<file path="config.mk">
export PLATFORM = sky130hd
export DESIGN_NAME = pzc_output_scaler
export DESIGN_NICKNAME = d
export VERILOG_FILES = /design/src/rtl/pzc_output_scaler.sv
export SDC_FILE = /design/constraint.sdc
export NUM_CORES = 2
export LEC_CHECK = 0
export CORE_ASPECT_RATIO = 1.5
export CORE_MARGIN = 2
export CORE_UTILIZATION = 50
export CTS_BUF_LIST = sky130_fd_sc_hd__clkbuf_16
export DETAILED_ROUTE_END_ITERATION = 10
export DONT_BUFFER_PORTS = 1
export PLACE_DENSITY_LB_ADDON = 0.1
export SYNTH_ARGS = -nofsm -noshare
export SYNTH_HDL_FRONTEND = slang
export SYNTH_SLANG_ARGS = --single-unit
export TNS_END_PERCENT = 100
</file>
<file path="constraint.sdc">
create_clock -name clk -period 3.2 [get_ports clk]
set_input_delay 0.32 -clock clk [delete_from_list [all_inputs] [get_ports clk]]
set_output_delay 0.32 -clock clk [all_outputs]
set_load 0.005 [all_outputs]
</file>
<file path="src/rtl/pzc_output_scaler.sv">
// pzc_output_scaler: pipelined PZC output scaling.
// Each sample is divided by a runtime-loadable divisor using a restoring divider
// that produces one quotient bit per stage. The quotient is then arithmetic-shifted
// right and saturated to the output width. Saturation events are counted.
// Optional build macro PZC_ROUND_EN: when defined, the division rounds half away
// from zero instead of truncating.
`timescale 1ns/1ps
module pzc_output_scaler #(
   parameter int IN_W      = 46,
   parameter int DIV_W     = 16,
   parameter int SHIFT     = 10,
   parameter int OUT_W     = 13,
   parameter int DEFAULT_M = 454
) (
   input  logic               clk,
   input  logic               rst,
   input  logic               in_valid,
   input  logic [IN_W-1:0]    in_data,
   input  logic               m_load,
   input  logic [DIV_W-1:0]   m_value,
   output logic               out_valid,
   output logic [OUT_W-1:0]   out_data,
   output logic               out_sat,
   output logic [15:0]        sat_count,
   input  logic               sat_clr,
   output logic               m_err
);

   localparam logic signed [IN_W:0] R_MAX = {{(IN_W-OUT_W+2){1'b0}}, {(OUT_W-1){1'b1}}};
   localparam logic signed [IN_W:0] R_MIN = {{(IN_W-OUT_W+2){1'b1}}, {(OUT_W-1){1'b0}}};

   logic [DIV_W-1:0]        m_reg;
   logic [IN_W-1:0]         abs_in;
   logic [IN_W-1:0]         dividend;

   // Per-stage divider state: dividend/quotient shift register, partial remainder,
   // divisor carried with the sample, sign and valid.
   logic [IN_W-1:0]         dq     [0:IN_W];
   logic [DIV_W-1:0]        rm     [0:IN_W-1];
   logic [DIV_W-1:0]        dv     [0:IN_W-1];
   logic                    sg     [0:IN_W];
   logic                    vl     [0:IN_W];
   logic [IN_W-1:0]         nxt_dq [1:IN_W];
   logic [DIV_W-1:0]        nxt_rm [1:IN_W-1];

   logic signed [IN_W:0]    signed_q;
   logic signed [IN_W:0]    shifted;
   logic signed [IN_W:0]    r_reg;
   logic                    r_valid;
   logic [OUT_W-1:0]        sat_data;
   logic                    sat_flag;

   // The trial value {rem, msb} is DIV_W+1 bits wide; if its top bit is set it
   // already exceeds any divisor, so only the low DIV_W bits need comparing.
   function automatic logic stage_ge(input logic [DIV_W-1:0] rem, input logic msb,
                                     input logic [DIV_W-1:0] d);
      logic [DIV_W-1:0] low;
      low = {rem[DIV_W-2:0], msb};
      return rem[DIV_W-1] || (low >= d);
   endfunction

   // The restored remainder is always below the divisor, so DIV_W bits suffice
   // and the subtraction may wrap through the dropped top bit.
   function automatic logic [DIV_W-1:0] stage_rem(input logic [DIV_W-1:0] rem, input logic msb,
                                                  input logic [DIV_W-1:0] d);
      logic [DIV_W-1:0] low;
      low = {rem[DIV_W-2:0], msb};
      return stage_ge(rem, msb, d) ? (low - d) : low;
   endfunction

   // Magnitude of the incoming sample, optionally pre-biased by half the divisor for rounding.
   always_comb begin
      abs_in = in_data[IN_W-1] ? -in_data : in_data;
`ifdef PZC_ROUND_EN
      dividend = abs_in + {{(IN_W-DIV_W+1){1'b0}}, m_reg[DIV_W-1:1]};
`else
      dividend = abs_in;
`endif
   end

   // One restoring-division step per stage: shift in the next dividend bit, subtract if it fits.
   always_comb begin
      for (int k = 1; k <= IN_W; k++) begin
         nxt_dq[k] = {dq[k-1][IN_W-2:0], stage_ge(rm[k-1], dq[k-1][IN_W-1], dv[k-1])};
      end
      for (int k = 1; k < IN_W; k++) begin
         nxt_rm[k] = stage_rem(rm[k-1], dq[k-1][IN_W-1], dv[k-1]);
      end
   end

   // Re-apply the sign to the quotient, then floor-shift.
   always_comb begin
      signed_q = sg[IN_W] ? -$signed({1'b0, dq[IN_W]}) : $signed({1'b0, dq[IN_W]});
      shifted  = signed_q >>> SHIFT;
   end

   // Clip the shifted value into the signed output range.
   always_comb begin
      sat_flag = 1'b0;
      sat_data = r_reg[OUT_W-1:0];
      if (r_reg > R_MAX) begin
         sat_flag = 1'b1;
         sat_data = {1'b0, {(OUT_W-1){1'b1}}};
      end else if (r_reg < R_MIN) begin
         sat_flag = 1'b1;
         sat_data = {1'b1, {(OUT_W-1){1'b0}}};
      end
   end

   // Data path registers; contents are qualified by the valid pipeline, so no reset is needed.
   always_ff @(posedge clk) begin
      dq[0] <= dividend;
      rm[0] <= '0;
      dv[0] <= m_reg;
      sg[0] <= in_data[IN_W-1];
      for (int k = 1; k <= IN_W; k++) begin
         dq[k] <= nxt_dq[k];
         sg[k] <= sg[k-1];
      end
      for (int k = 1; k < IN_W; k++) begin
         rm[k] <= nxt_rm[k];
         dv[k] <= dv[k-1];
      end
      r_reg <= shifted;
   end

   // Valid bits travelling alongside each sample; reset discards everything in flight.
   always_ff @(posedge clk) begin
      if (!rst) begin
         for (int k = 0; k <= IN_W; k++) begin
            vl[k] <= 1'b0;
         end
         r_valid <= 1'b0;
      end else begin
         vl[0] <= in_valid;
         for (int k = 1; k <= IN_W; k++) begin
            vl[k] <= vl[k-1];
         end
         r_valid <= vl[IN_W];
      end
   end

   // Output register: data and saturation flag hold their last values between valid samples.
   always_ff @(posedge clk) begin
      if (!rst) begin
         out_valid <= 1'b0;
         out_data  <= '0;
         out_sat   <= 1'b0;
      end else begin
         out_valid <= r_valid;
         if (r_valid) begin
            out_data <= sat_data;
            out_sat  <= sat_flag;
         end
      end
   end

   // Count clipped samples as they are presented; a clear in the same cycle as an event leaves 1.
   always_ff @(posedge clk) begin
      if (!rst) begin
         sat_count <= '0;
      end else if (sat_clr) begin
         sat_count <= (out_valid && out_sat) ? 16'd1 : 16'd0;
      end else if (out_valid && out_sat && (sat_count != 16'hFFFF)) begin
         sat_count <= sat_count + 16'd1;
      end
   end

   // Divisor register: zero loads are rejected and flagged until the next reset.
   always_ff @(posedge clk) begin
      if (!rst) begin
         m_reg <= DIV_W'(DEFAULT_M);
         m_err <= 1'b0;
      end else if (m_load) begin
         if (m_value != '0) begin
            m_reg <= m_value;
         end else begin
            m_err <= 1'b1;
         end
      end
   end

endmodule

</file>
* Yosys cells after proc, flatten, opt, wreduce, memory -nomap -nowiden
Memory sizes are Yosys's and may differ from the RTL's. A register that Yosys moved wholly into a read port is not among the register bits. Cells that the tools add are included.
Word-level totals: flip-flop bits (word level) 85, memory bits (writable) 3728, output and inout port bits 32, logic and storage cells 313, memories 5
Memory list:
- dq | depth 47, width 46, rd ports 47, clocked after Yosys merged registers in 0, write ports 47, RTL line 38 | logic [IN_W-1:0] dq [0:IN_W];
- dv | depth 46, width 16, rd ports 46, clocked after Yosys merged registers in 0, write ports 46, RTL line 40 | logic [DIV_W-1:0] dv [0:IN_W-1];
- rm | depth 46, width 16, rd ports 46, clocked after Yosys merged registers in 0, write ports 46, RTL line 39 | logic [DIV_W-1:0] rm [0:IN_W-1];
- sg | depth 47, width 1, rd ports 47, clocked after Yosys merged registers in 0, write ports 47, RTL line 41 | logic sg [0:IN_W];
- vl | depth 47, width 1, rd ports 47, clocked after Yosys merged registers in 1, write ports 47, RTL line 42 | logic vl [0:IN_W];
Operators by class: add/subtract/negate cells 48, $lt $le $gt $ge 48, eq/ne operators 1, muxes and demuxes 103, bitwise operators 48, reductions and logical operators 53
Operator list (number):
- two-way mux 16 bit | 47
- greater-or-equal comparator 16 bit | 46
- subtractor 16 bit | 45
- two-way mux 1 bit | 52
- two-way mux 47 bit | 1
- negation 46 -> 47 bit | 1
- OR 1 bit | 47
- logical OR 1 bit | 46
- two-way mux 46 bit | 1
- negation 46 bit | 1
- > comparator 37 x 13 -> 1 bit, second input constant | 1
- less-than comparator 37 x 13 -> 1 bit, second input constant | 1
- two-way mux 13 bit | 2
- adder 16 x 1 -> 16 bit, second input constant | 1
- inequality test 16 bit, second input constant | 1
- nonzero test 16 bit | 1
- AND reduction 2 bit | 2
- logical AND 1 bit | 2
- nonzero test 2 bit | 1
- zero test 1 bit | 1
- inverter 1 bit | 1

* Depth between registers and ports, before layout
depth after elaboration 4, gate-level depth with buffers 13, gate-level depth less buffers 11

* Worst setup path after synthesis
No wires, ideal clock.
path type register -> register, from mem dq[28][45] (netlist: dq[1][597]), to mem rm[29][8] (netlist: rm[1][216]), data arrival time 2.696 ns, data required time 3.079 ns, slack 0.384 ns, cell stages (with the launch flop) 13, buffers on the path 1, clock period less this slack 2.816 ns, path through dfxtp_1 > inv_1 > ha_1 > fa_1 > nor2b_1 > o21bai_1 > a21oi_1 > nor2_1 > o21ai_0 > a31oi_1 > o21ai_1 > buf_2 > mux2_2
RTL lines (RTL line):
- start, declared | 38
- end, declared | 39

==> impl_metrics.ini <==
[detailed_routing]
drt_wl_total_um = 241000
route.detailed.drc = 0
vias = 73500
ant_nets = 0
drtIter0Drc = 2771
dr.pass1.iters = 7
wl_per_cell_um = 16.5
drt-vias-per-instance = 5.02

[grt]
grt_usage_pct = 19.1
grt_overflow = 0
grtUsageMet3_pct = 2.89
use_met2_pct = 39.1
grt.busiest_layer = met2
grt_pass1_vias = 77000
grtUsageMet1_pct = 16.3
grt_pass1_wl_um = 382000
antenna_found_initial = 11
grt_start_max_net_pins = 80

[synth]
async_flop_share_pct = 0
synth_nets = 11500
yosysSeqAreaShare_pct = 62.2
synth_cell_type_count = 87
syn_area_per_cell_sq_um = 11.4
ys.flop_type = dfxtp_1
synth_edf_count = 0
syn_area_sq_mm = 0.122
yosys_warnings = 0
synth_cells = 10700
synth.ff_latch_count = 3798

[timing]
tightest_slew_ns = 1.03
hold_viol = 0
rsz0062_at_grt = no
finalSetupViolations = 0
relSlewSlack_pct = 31.2
fmax_mhz = 319
fin_worst_skew_ns = 0.0635
finalSetupTns_ns = 0
slew_violations = 0
timing.final.ws_setup_ns = 0.0651
layout_min_cycle_time_ns = 3.13
min_period_over_period_pct = 98.0

[die]
rows = 222
die_x_um = 408
dieArea_sq_mm = 0.249
initial_utilization_pct = 50.2
die_height_um = 610
io_pins = 99
core_region_area_sq_mm = 0.244

[setup_path]
cp_slowest_cell = dlygate4sd3_1
r2r_cells = 12
worst-setup-path-type = in -> reg
crit_fanout = 4
end_kind = register
max_stage_delay_ns = 0.62
cp_cell_sequence = dlygate4sd3_1 -> or4_4 -> nor4_4 -> nand4b_1 -> or2_4 -> nand2b_4 -> or4_4 -> o31ai_4 -> xnor2_1 -> dlygate4sd3_1
cp.arrival_ns = 3.92
required_ns = 3.99
startpoint_type = primary input

[min_path]
hp-class = in -> reg
hold_depth = 3

[cts]
worstSkewPairLatency_ns = 0.88
htree_levels = 5
cts_tree = done
numCtsBuffers = 340
clkTransAtPathRegs_ns = 0.06
clock-root-buffer = clkbuf_16
clock-sinks = 3798
cts_buffer_depth = 4

[cells_and_area]
fin_nets = 12000
regMostFlops = dq
largest_reg_flops = 2162
fin_util_pct = 57.1
fin_area_sq_mm = 0.139
top_regs = dq x2162, dv x736, rm x720
drive_above_1_share_pct = 8.66
synthToLayoutAreaGrowth_pct = 13.8

[placed_design]
dp_hpwl_um = 179000
place_area_sq_mm = 0.127
post-place-ws_ns = 0.138
gp_congestion = 0.909
portBuffers = 0

[outcome]
status = complete, no violations

[power]
leakage_uw = 0.0605
power_density_mw_per_mm2 = 1100
vdd_drop_max_v = 0.000681

[job]
cap_violations = 0
-- final cells by class --
type	count	area (sq um)
multi-input combinational	5795	42300
fill	20300	104000
timing repair buffer	267	2660
antenna	26	65.1
inverter	924	3470
clock inverter	255	1990
sequential	3798	76000
clock buffer	345	8630
tap	3248	4060
-- worst max-delay path, delay by kind of cell --
kind / cells / cell delay, ns
simple gates: 6 / 2.00
buf+inv: 2 / 1.21
xor+xnor: 1 / 0.20
compound gates: 1 / 0.19
-- power by group --
part / switching (uW) / internal, uW / leakage [uW]
clock network: 16900 / 21700 / 0.00542
registers: 4660 / 58900 / 0.0317
logic: 27500 / 24000 / 0.0234
total: 49000 / 105000 / 0.0605
-- cells in the mapped netlist, drive strengths merged (115+ instances only) --
master,instances,area [sq um]
a21o,259,1940
a21oi,552,2760
clkbuf,162,608
dfxtp,3798,76000
ha,724,9060
inv,924,3470
mux2,270,3040
nand2,599,2250
nand2b,115,727
nor2,380,1430
nor2b,146,913
nor3,130,651
o21ai,630,3150
xnor2,400,3500
xor2,232,2030
-- through the flow --
step | std cells | power [uW] | hold WS, ns
after floorplan | 10700 | 101000 | 0.310
after global placement | 13900 | 114000 | 0.309
after detailed placement | 13900 | 116000 | 0.312
after CTS | 14600 | 155000 | 0.00469
after global routing | 14700 | 164000 | 0.0456
final | 14700 | 154000 | 0.0687
-- what timing repair did --
action	CTS	global route
hold buffers	131	0
hold endpoints to repair	138	0
gates resized for setup	0	12
endpoints found under the setup margin	0	58
buffers inserted	0	1
-- final timing paths --
check / start / end / slack (ns)
hold / removal: rst / vl[24] / 0.07
setup reg to reg: dq[1][689] / rm[1][250] / 0.13
setup / recovery: in_data[16] / dq[0][36] / 0.07
hold reg to reg: dq[2][370] / dq[2][417] / 0.29
-- placed cells by master, fill, tap and decap left out, types with 29 or more instances in the layout --
cell	Yosys	routed
dfxtp_1	3798	3798
inv_1	923	995
ha_1	724	724
nand2_1	599	599
o21ai_0	602	597
a21oi_1	552	549
xnor2_1	400	400
nor2_1	380	380
clkbuf_16	0	345
mux2_2	269	269
a21o_1	259	259
xor2_1	232	232
nor2b_1	146	145
nor3_1	130	130
dlygate4sd3_1	0	128
nand2b_1	114	114
buf_4	1	113
nand4_1	106	106
o21a_1	105	105
nand3_1	89	89
and2_1	79	79
and3_1	77	77
o211ai_1	77	77
mux2i_1	73	73
a31oi_1	86	69
clkinv_1	0	66
o31ai_1	60	59
a21boi_0	46	45
clkinv_2	0	45
or3_1	44	44
a211oi_1	45	44
fa_1	44	44
nor4_1	37	36
or2_2	33	33
o21bai_1	33	33
o21ai_1	28	31
a211o_1	30	30
o22ai_1	29	29
-- per-layer routing --
| metal | part of all wire, % | up-vias |
|---|---|---|
| met5 | 0.0050 | - |
| met4 | 7.4 | 2 |
| met3 | 3.1 | 772 |
| met2 | 56 | 1303 |
| met1 | 33 | 34300 |
| li1 | - | 37100 |
-- cell families (layout without fill, tap and decap cells) --
family / Yosys count / after routing / share of synthesized area, %
DFF: 3798 / 3798 / 62.2
AOI/OAI and AO/OA: 2143 / 2143 / 11.0
and+or+nand+nor: 1909 / 1909 / 7.70
buffers and inverters: 1106 / 1791 / 3.42
adders and majority gates: 768 / 768 / 8.13
xor gates and xnor gates: 632 / 632 / 4.53
muxes: 343 / 343 / 3.08
other: 0 / 26 / 0
No activity file was read; power rests on OpenSTA's default activity.
